[src/rtl/motion_segment_queue.sv]
// Motion segment command queue: buffers host-pushed segments in a circular FIFO and
// sequences them one at a time onto registered value buses with one-cycle load strobes.
module motion_segment_queue #(
    parameter int unsigned DEPTH = 8,
    parameter int unsigned AW    = 3
) (
    input  logic          clk,
    input  logic          reset,
    input  logic          wr_stb,
    input  logic [31:0]   wr_dt,
    input  logic [31:0]   wr_steps,
    input  logic [31:0]   wr_a,
    input  logic [31:0]   wr_j,
    input  logic          start,
    input  logic          stop,
    input  logic          done,
    input  logic          abort,
    output logic [31:0]   dt_val,
    output logic [31:0]   steps_val,
    output logic [31:0]   a_val,
    output logic [31:0]   j_val,
    output logic          load,
    output logic          set_dt_limit,
    output logic          set_steps_limit,
    output logic          set_a,
    output logic          set_j,
    output logic          reset_dt,
    output logic          reset_steps,
    output logic          full,
    output logic          empty,
    output logic [AW:0]   count,
    output logic          running,
    output logic          busy,
    output logic          underrun,
    output logic          aborted
);

    localparam int unsigned DW = 32;
    localparam int unsigned CW = AW + 1;

    typedef struct packed {
        logic [DW-1:0] dt;
        logic [DW-1:0] steps;
        logic [DW-1:0] a;
        logic [DW-1:0] j;
    } seg_t;

    typedef enum logic [1:0] {
        IDLE  = 2'd0,
        ISSUE = 2'd1,
        RUN   = 2'd2,
        HALT  = 2'd3
    } state_t;

    state_t          state;
    state_t          state_nx;
    seg_t            mem [DEPTH];
    logic [AW-1:0]   wr_ptr;
    logic [AW-1:0]   rd_ptr;
    logic [CW-1:0]   count_nx;
    logic            run_en;
    logic            flush;
    logic            push;
    logic            pop;
    logic            underrun_ev;
    logic            load_nx;
    logic            busy_nx;

    // Running as it will be after this edge; stop beats start, HALT ignores start.
    assign run_en = (running | start) & ~stop & (state != HALT);

    // State register
    always_ff @(posedge clk or negedge reset) begin
        if (!reset) begin
            state <= IDLE;
        end else begin
            state <= state_nx;
        end
    end

    // Next-state logic; abort overrides every other transition
    always_comb begin
        state_nx = state;
        unique case (state)
            IDLE:    if (run_en && !empty) state_nx = ISSUE;
            ISSUE:   state_nx = RUN;
            RUN:     if (done) state_nx = (run_en && !empty) ? ISSUE : IDLE;
            HALT:    if (stop) state_nx = IDLE;
            default: state_nx = IDLE;
        endcase
        if (abort) state_nx = HALT;
    end

    // Datapath controls derived from state and inputs
    always_comb begin
        flush       = 1'b0;
        pop         = 1'b0;
        push        = 1'b0;
        underrun_ev = 1'b0;
        load_nx     = 1'b0;
        busy_nx     = 1'b0;
        count_nx    = count;
        flush       = abort | stop;
        pop         = (state == ISSUE) & ~abort;
        push        = wr_stb & ~full & ~flush;
        underrun_ev = (state == RUN) & done & ~abort & empty & run_en;
        count_nx    = count + CW'(push) - CW'(pop);
        load_nx     = pop;
        busy_nx     = (state_nx == ISSUE) | (state_nx == RUN);
    end

    // Storage array; contents need no reset since the pointers define validity
    always_ff @(posedge clk) begin
        if (push) begin
            mem[wr_ptr] <= '{dt: wr_dt, steps: wr_steps, a: wr_a, j: wr_j};
        end
    end

    // Pointers, occupancy and flags
    always_ff @(posedge clk or negedge reset) begin
        if (!reset) begin
            wr_ptr <= '0;
            rd_ptr <= '0;
            count  <= '0;
            empty  <= 1'b1;
            full   <= 1'b0;
        end else if (flush) begin
            wr_ptr <= '0;
            rd_ptr <= '0;
            count  <= '0;
            empty  <= 1'b1;
            full   <= 1'b0;
        end else begin
            if (push) wr_ptr <= wr_ptr + AW'(1);
            if (pop)  rd_ptr <= rd_ptr + AW'(1);
            count <= count_nx;
            empty <= (count_nx == '0);
            full  <= (count_nx == CW'(DEPTH));
        end
    end

    // Value buses hold the last issued segment until the next pop
    always_ff @(posedge clk or negedge reset) begin
        if (!reset) begin
            dt_val    <= '0;
            steps_val <= '0;
            a_val     <= '0;
            j_val     <= '0;
        end else if (pop) begin
            dt_val    <= mem[rd_ptr].dt;
            steps_val <= mem[rd_ptr].steps;
            a_val     <= mem[rd_ptr].a;
            j_val     <= mem[rd_ptr].j;
        end
    end

    // Status and strobe registers
    always_ff @(posedge clk or negedge reset) begin
        if (!reset) begin
            load     <= 1'b0;
            busy     <= 1'b0;
            running  <= 1'b0;
            underrun <= 1'b0;
            aborted  <= 1'b0;
        end else begin
            load <= load_nx;
            busy <= busy_nx;
            if (abort || stop || underrun_ev) begin
                running <= 1'b0;
            end else if (start && state != HALT) begin
                running <= 1'b1;
            end
            if (stop) begin
                underrun <= 1'b0;
            end else if (underrun_ev) begin
                underrun <= 1'b1;
            end
            if (abort) begin
                aborted <= 1'b1;
            end else if (stop) begin
                aborted <= 1'b0;
            end
        end
    end

    assign set_dt_limit    = load;
    assign set_steps_limit = load;
    assign set_a           = load;
    assign set_j           = load;
    assign reset_dt        = load;
    assign reset_steps     = load;

endmodule

[config.mk]
export PLATFORM = sky130hd
export DESIGN_NAME = motion_segment_queue
export DESIGN_NICKNAME = d
export VERILOG_FILES = /design/src/rtl/motion_segment_queue.sv
export SDC_FILE = /design/constraint.sdc
export NUM_CORES = 1
export LEC_CHECK = 0
export ABC_AREA = 0
export BUFFER_PORTS_ARGS = -buffer_cell sky130_fd_sc_hd__buf_2
export CORE_UTILIZATION = 50
export DETAILED_ROUTE_END_ITERATION = 12
export PLACE_DENSITY_LB_ADDON = 0.25
export SLEW_MARGIN = 15
export SYNTH_ARGS = -nofsm -noshare
export SYNTH_HDL_FRONTEND = slang
export SYNTH_SLANG_ARGS = --single-unit
[constraint.sdc]
create_clock -name clk -period 10.3 [get_ports clk]
set_clock_uncertainty 0.2 [all_clocks]
set_input_delay 1.03 -clock clk [delete_from_list [all_inputs] [get_ports clk]]
set_output_delay 1.03 -clock clk [all_outputs]
set_load 0.02 [all_outputs]
# After elaboration in Yosys (flattened, before gate mapping)
# Memory sizes are Yosys's and may differ from the RTL's. A register that Yosys moved wholly into a read port is not among the register bits.
# Index checks and enable logic that the tools add are counted.
# totals
inputBits,135
out_inout_bits,145
regBits,19
mem_bits_rw,1024
mem_count,1
# op_classes
mux,21
n_bitwise,16
n_eq_ne,7
add_sub_neg,4
reduce_logical,13
# memory_table
name,words,word_bits,rd,rd_clocked_by_memory_dff,wr,line_no,text
mem,8,128,1,1,1,57,seg_t mem [DEPTH];
# op_table
cell,count
2-to-1 mux 3 bit,4
2-to-1 mux 1 bit,11
nonzero test 2 bit,5
bitwise AND 1 bit,9
2-to-1 mux 2 bit,4
case mux 2 bit (4 select lines),1
"adder 3 x 1 -> 3 bit, second input constant",2
"== test 2 bit, second input constant",3
adder 4 x 1 -> 4 bit,1
"== test 2 x 1 -> 1 bit, second input constant",2
"== test 4 bit, second input constant",1
logical NOT 4 bit,1
2-to-1 mux 4 bit,1
NOT 1 bit,4
subtractor 4 x 1 -> 4 bit,1
bitwise OR 1 bit,3
logical AND 1 bit,2
logical NOT 1 bit,2
logical NOT 2 bit,1
logical OR 1 bit,2
"inequality test 2 bit, second input constant",1

# Logic depth before layout (Yosys ltp)
# Gate-level depths: netlist of run 1.
# logic_depth
ltp_word,10
depth_mapped,11

# Least setup slack after synthesis of run 1
# OpenSTA, ideal clock, no wires.
# synth_timing
path_kind,input to register
from,input wr_stb
to,"memory mem[0][0] (netlist name), enable pin"
cell_stages,4
path_buffers,0
arrival_ns,10.338
path_slack_ns,-1.010
setup_time_ns,0.772
cell_sequence,nor2b_1 > nand2_1 > or2_1 > nor3_1
# synth_via
elab_chain_cells,4
# synth_lines
element,line_no,text
start: declaration,9,"input logic wr_stb,"
bitwise AND 1 bit (2 in a row),105,push = wr_stb & ~full & ~flush;
2-to-1 mux 1 bit,114,if (push) begin
2-to-1 mux 1 bit (not written as such),115,"mem[wr_ptr] <= '{dt: wr_dt, steps: wr_steps, a: wr_a, j: wr_j};"
end: declaration,57,
# Every way passes these cells.

==> results of run 1 <==
==> final cells by class <==
cell class	instances	area, sq um	share of cell area, %
multi-input combinational	1226	9240	18.1
sequential	1171	34400	67.6
inverter	7	28.8	0.0565
timing repair buffer	313	1750	3.42
antenna	17	42.5	0.0835
tap	1165	1460	2.86
clock buffer	161	3330	6.53
clock inverter	60	696	1.36
==> flip-flops by register name, summed over array words and instances (netlist names) <==
signal / cells
aborted: 1
empty: 1
full: 1
underrun: 1
mem: 1024
a_val: 32
wr_ptr: 3
j_val: 32
load: 1
count: 4
rd_ptr: 3
steps_val: 32
running: 1
dt_val: 32
state: 2
busy: 1
==> through the flow <==
step	instance area, sq um	std cells
floorplan	44800	2552
global placement	46900	3882
detailed placement	46900	3882
CTS	50900	4103
global route	50900	4108
finish	51000	4120
==> power by group <==
part	total (mW)	switching (mW)	internal, mW
Combinational	0.743	0.512	0.231
Clock	4.34	1.73	2.60
Sequential	5.46	0.129	5.33
Total	10.5	2.37	8.17
==> cells in the mapped netlist <==
library cell  instances
o21a_1                2
clkbuf_1             20
buf_1                 5
xnor2_1               3
fa_1                  1
and2_1                4
mux2i_1             514
o211ai_1              1
dfrtp_1             146
inv_2                 2
dfstp_2               1
buf_6                 9
edfxtp_1           1024
nor2b_4               1
inv_1                 5
buf_12               22
o221ai_1              1
nand2b_1              4
a21oi_1               4
ha_1                  6
buf_8                 1
nand2_1             261
nand2_2               1
nor3_1                4
nor3b_1               1
nor2_1               18
or2_1                 1
a21o_1                3
a22oi_1             256
nor2b_1               3
buf_2                59
or2_2                 1
o21ai_0               1
and4_1                1
buf_4                32
nand3_1             130
xor2_1                4
==> routing by layer <==
metal / global-route usage [%] / vias to the layer above / share of wire [%]
li1: - / 10523 / -
met1: 29.7 / 12025 / 41
met2: 37.6 / 658 / 50
met3: 5.15 / 181 / 7.3
met4: 6.38 / 34 / 2.1
met5: 0 / - / 0.21
==> critical path: cells and delay by family (launching register included) <==
family                 cells  cell delay (ns)
AO/OA/AOI/OAI              1             0.12
flip-flops                 1             1.12
multiplexers               1             0.29
AND/OR/NAND/NOR            2             0.22
buffers and inverters      2             1.59
==> path summary, 6_finish.rpt <==
check / end / slack, ns / depth (start not counted)
worst max-delay path: dt_val[27] / 6.20 / 6
max in group asynchronous: rd_ptr[0] / 8.24 / 2
worst min-delay path: a_val[19] / 0.06 / 1
min in group clk: j_val[20] / 0.27 / 2
worst min register to register: j_val[20] / 0.27 / 2
worst max register to register: dt_val[27] / 6.20 / 6
==> logic make-up (layout without fill, tap and decap cells) <==
group | after synthesis | in the layout | synth area share, %
adder cells (fa/ha/maj) | 7 | 7 | 0.212
buffers and inverters | 155 | 541 | 2.71
AND/OR/NAND/NOR | 430 | 430 | 4.10
AO/OA/AOI/OAI | 268 | 268 | 4.47
other | 0 | 17 | 0
multiplexers | 514 | 514 | 11.5
XOR/XNOR | 7 | 7 | 0.137
flip-flops | 1171 | 1171 | 76.9
==> placed cells by master (no fill, tap or decap), drive strengths merged, types with 2 or more instances in the layout <==
| master | count |
|---|---|
| a21o | 3 |
| a21oi | 4 |
| a22oi | 256 |
| and2 | 4 |
| buf | 313 |
| bufinv | 14 |
| clkbuf | 161 |
| clkinv | 40 |
| clkinvlp | 4 |
| dfrtp | 146 |
| diode | 17 |
| edfxtp | 1024 |
| ha | 6 |
| inv | 9 |
| mux2i | 514 |
| nand2 | 262 |
| nand2b | 4 |
| nand3 | 130 |
| nor2 | 18 |
| nor2b | 4 |
| nor3 | 4 |
| o21a | 2 |
| or2 | 2 |
| xnor2 | 3 |
| xor2 | 4 |
==> key figures, run 1 <==
Place
  – Pre-CTS setup slack: between 5 and 6 ns
  – Final RePlAce weighted congestion: 0.749
  – Port Buf Inserts: 279
  – Final HPWL DP: ~52 mm

Timing
  – Fmax: between 200 and 250 MHz
  – RSZ-0062 raised after global routing: no
  – Max Slew Vio Count: 0
  – Worst-Margin Slew: around 1.2 ns
  – Final period utilization: between 30% and 40%
  – Final Hold Viols: 0
  – Worst setup margin: 6.20 ns
  – Setup TNS Final: 0 ns
  – Setup violators final: 0
  – Max-slew headroom: 20.8%
  – Post-layout min period: 4.10 ns
  – Fin Hold WS: 0.0643 ns

Clocking
  – Clock Latency Late Sink: approximately 0.70 ns
  – # hold bufs at CTS: 0
  – Root Driver: clkbuf_16
  – Total CTS buffers: between 100 and 150
  – Clk buf depth: 3
  – Post_cts resized: 0
  – Clock-pin slew on the worst setup and hold paths: 0.06 ns
  – CTS tree: yes
  – CTS sink count: 1171
  – CTS HTree Levels: 3
  – Post-CTS setup buffer count: 0

Route
  – Vias/cell: ~5.7
  – First-pass iteration count of the detailed router: 10
  – Drt drc: 64
  – Antenna viol nets, final: 0
  – DRT iter0 DRCs: roughly 1.9k
  – Via count: 23.4k
  – WL per Instance: between 20 and 25 microns
  – DRT Wirelength: about 100 mm

Critical path
  – Crit path max fanout: 137
  – Crit path DAT: 4.47 ns
  – Worst setup startpoint: rd_ptr[0]
  – CP startpoint kind: register
  – WP data required: about 11 ns
  – CP cell instances: buf_12 > buf_4 > mux2i_1 > a22oi_1 > nand3_1 > nand2_1
  – Setup crit end kind: register
  – Max incr delay on CP: around 1.1 ns
  – Worst r2r src: rd_ptr[0]
  – Crit path max-delay cell type: dfrtp_4
  – CP Class: register to register

Floorplan
  – Number of cell rows: around 110
  – Initial Util: 50.6%
  – Die area: about 91000 sq um
  – Die height: 301 microns
  – Core area: 88500 sq um
  – Die X: 301 microns
  – Ports: between 200 and 300

GRT
  – GRT overflow: 0
  – Vias in the first global route: between 20k and 25k
  – First-pass GRT wire length: 151 mm
  – Initial antenna violation count: 32
  – Total Routing Usage GR: 22.6%
  – Pin count of the biggest net entering global routing: roughly 140

Power
  – Tot Pwr: approximately 11 mW
  – Peak supply drop: ~0.15 mV
  – Lkg Pwr: 17.3 nW
  – PwrDens: ~210 nW/um^2

Final layout
  – Nets: 2977
  – Layout cells sized above 1: between 10% and 20%
  – Final core occ: 57.6%
  – Fillers: ~6.7k
  – Synth-to-layout area growth: 13.8%

Yosys
  – Post-synth top area share: 68.7%
  – Register area share after synthesis: between 70 and 80%
  – Synth Area per Inst: 17.5 sq um
  – FF+latch count, synth: roughly 1.2k
  – Post-Syn Area: about 45000 sq um
  – Library cells used by synthesis: 37
  – Cell taking the most area after synthesis: edfxtp_1
  – Post-Syn Instances: around 2.6k
  – Yosys warnings: 0
  – Syn nets: 2694
  – Top cells by area, synth: edfxtp_1, mux2i_1, dfrtp_1

Run status
  – Status: finished with violations
  – Failing checks: design-rule violations

Worst hold path
  – Kind of path behind the tightest hold check: input pin to asynchronous set/reset pin

Flow run
  – Max Cap Viol: 0
Power figures use the tool's default switching activity.
==> run 2, diff against run 1 <==
ABC_AREA = 1   (was 0)
clock period = 3.5 ns   (was 10.3 ns; I/O delays follow)
==> key figures, run 2 <==
Final layout
  – Largest register FFs: about 1.0k
  – Final non-filler cell area: between 50000 and 60000 sq um
  – Nets: around 5.1k
  – Most common cell after layout, fill and taps aside: nand2_1
  – Layout cells sized above 1: 11.2%
  – Synth-to-layout area growth: 17.2%
  – Most flops, register: mem
  – Most frequent cells in the layout: nand2_1, edfxtp_1, inv_1

Timing
  – Final Hold Viols: 0
  – Fmax: 304 MHz
  – Post-layout min period: ~3.3 ns
  – Max-slew headroom: 32.2%
  – Final period utilization: 93.9%
  – RSZ-0062 raised after global routing: no
  – Max Slew Vio Count: 0
  – Setup violators final: 0
  – Worst-Margin Slew: 1.02 ns

Yosys
  – Syn nets: 4726
  – Main synth FF type: edfxtp_1
  – Post-synth top area share: a little over three fifths
  – FF+latch count, synth: ~1.2k
  – Most common cell in the netlist: nand2_1
  – Library cells used by synthesis: 25
  – FFs w/ async S/R, synth: 12.6%
  – Synth Area per Inst: ~11 sq um
  – Synth top cells by count: nand2_1, edfxtp_1, inv_1
  – Post-Syn Instances: 4584
  – Post-Syn Area: 48800 sq um
  – Top cells by area, synth: edfxtp_1, nand2_1, nand3_1
  – Yosys warnings: 0
  – Register area share after synthesis: between 70% and 80%
  – Cell taking the most area after synthesis: edfxtp_1
  – Number of synthesized flops with an enable pin: just over 1k

Floorplan
  – Initial Util: around 50%
  – Number of cell rows: 114
  – Die X: approximately 310 microns
  – Ports: 280
  – Core area: between 90000 and 100000 sq um
  – Die area: about 99000 sq um
  – Die height: 314 microns

Clocking
  – CTS sink count: 1171
  – CTS HTree Levels: 3
  – Clock Latency Late Sink: about 0.71 ns
  – Clk buf depth: 3
  – Clock-pin slew on the worst setup and hold paths: roughly 0.060 ns
  – # hold bufs at CTS: 136
  – CTS tree: yes
  – Total CTS buffers: 119
  – Post_cts resized: 0
  – Post-CTS setup buffer count: 0
  – Root Driver: clkbuf_16

Power
  – Tot Pwr: around 31 mW
  – PwrDens: roughly 550 nW/um^2
  – Peak supply drop: approximately 0.4 mV
  – Combinational share of power: between 7 and 8%
  – Clock power frac: about two fifths
  – Pint: approximately 24 mW
  – Psw: ~7.2 mW
  – Lkg Pwr: around 25 nW
  – Flop pwr share: 50.8%
  – Switching portion of total power: 22.8%

GRT
  – Total Routing Usage GR: a little under a quarter
  – GRT overflow: 0
  – Pin count of the biggest net entering global routing: between 150 and 200
  – Initial antenna violation count: 9
  – First-pass GRT wire length: 179 mm
  – Vias in the first global route: around 32k

Route
  – First-pass iteration count of the detailed router: 5
  – Vias/cell: approximately 5
  – Antenna viol nets, final: 0
  – Via count: 32.2k
  – DRT iter0 DRCs: between 2k and 3k
  – DRT Wirelength: approximately 120 mm
  – Drt drc: 0
  – WL per Instance: between 15 and 20 microns

Critical path
  – Crit path max-delay cell type: dlygate4sd3_1
  – Setup crit end kind: register
  – Worst r2r src: full
  – Reg2reg path depth: 11
  – WP data required: a little under 4 ns
  – Crit path max fanout: 8
  – CP cell instances: dlygate4sd3_1 > buf_2 > nor2_4 > dlygate4sd3_1 > inv_2 > nor2_4 > inv_1 > ha_1 > inv_1 > ha_1 > fa_1 > xnor2_1 > nand3_1 > o21ai_0
  – R2r setup slk: 0.89 ns
  – Crit path buf inv count: 6
  – Top delay family on crit path: buffers and inverters
  – Max incr delay on CP: between 0.7 and 0.8 ns
  – Crit path DAT: between 3 and 4 ns
  – CP Class: input pin to register
  – R2r endpoint: empty
  – CP startpoint kind: input pin

Worst hold path
  – Kind of path behind the tightest hold check: input pin to asynchronous set/reset pin

Run status
  – Status: complete, no violations

Place
  – Final RePlAce weighted congestion: a little under 0.8
  – DP Area: 51700 sq um
  – Final HPWL DP: between 50 and 60 mm
  – Port Buf Inserts: between 200 and 300

Flow run
  – Max Cap Viol: 0
-- run 2: power by group through the flow --
| stage | clock, mW | sequential [mW] | combinational, mW |
|---|---|---|---|
| 5_1_grt | 13.9 | 16.0 | 2.64 |
| 2_1_floorplan | 0 | 16.7 | 0.833 |
| 3_5_place_dp | 0 | 16.3 | 2.27 |
| 3_3_place_gp | 0 | 16.3 | 2.22 |
| 6_report | 13.1 | 16.0 | 2.38 |
| 4_1_cts | 13.4 | 16.0 | 2.41 |
-- run 2: worst max-delay path by stage --
stage,slack (ns),endpoint,cells past startpoint,startpoint
6_report,0.22,empty,14,abort
5_1_grt,0.05,empty,14,abort
4_1_cts,0.27,empty,14,abort
3_5_place_dp,0.69,empty,12,abort
3_3_place_gp,0.71,empty,12,abort
2_1_floorplan,-1.13,mem[2][0],5,full
-- run 2: logic make-up after synthesis --
group	Yosys count	share of synthesized area [%]
simple gates	2367	20.3
compound gates	11	0.118
xor+xnor	3	0.0539
flops	1171	70.6
buf+inv	1025	8.80
fa+ha+maj	7	0.195
-- run 2: routing by layer --
layer  routed length (microns)  GRT usage [%]
met1                     48500           30.8
met3                      6320           3.47
met2                     57500           40.5
met4                      3000           8.10
met5                        52              0
-- run 2: layout make-up --
class,instances,area [sq um]
diodes,8,20.0
clock buffers,172,3470
clock inverters,54,654
fillers,7741,39500
inverters,793,3010
multi-input cells,2388,10200
flip-flops and latches,1171,34400
well taps,1276,1600
repair buffers,486,3800
-- run 2: stage by stage --
stage	instances	utilization, %	setup slack (ns)	setup TNS, ns	hold WS, ns
after global placement	5978	53.4	0.711	0	0.257
after detailed placement	5978	53.4	0.691	0	0.260
final	6348	59.1	0.215	0	0.105
after floorplan	4584	-	-1.13	-564.97	-0.146
after global routing	6345	59.1	0.0475	0	0.174
after CTS	6340	59.1	0.275	0	0.130
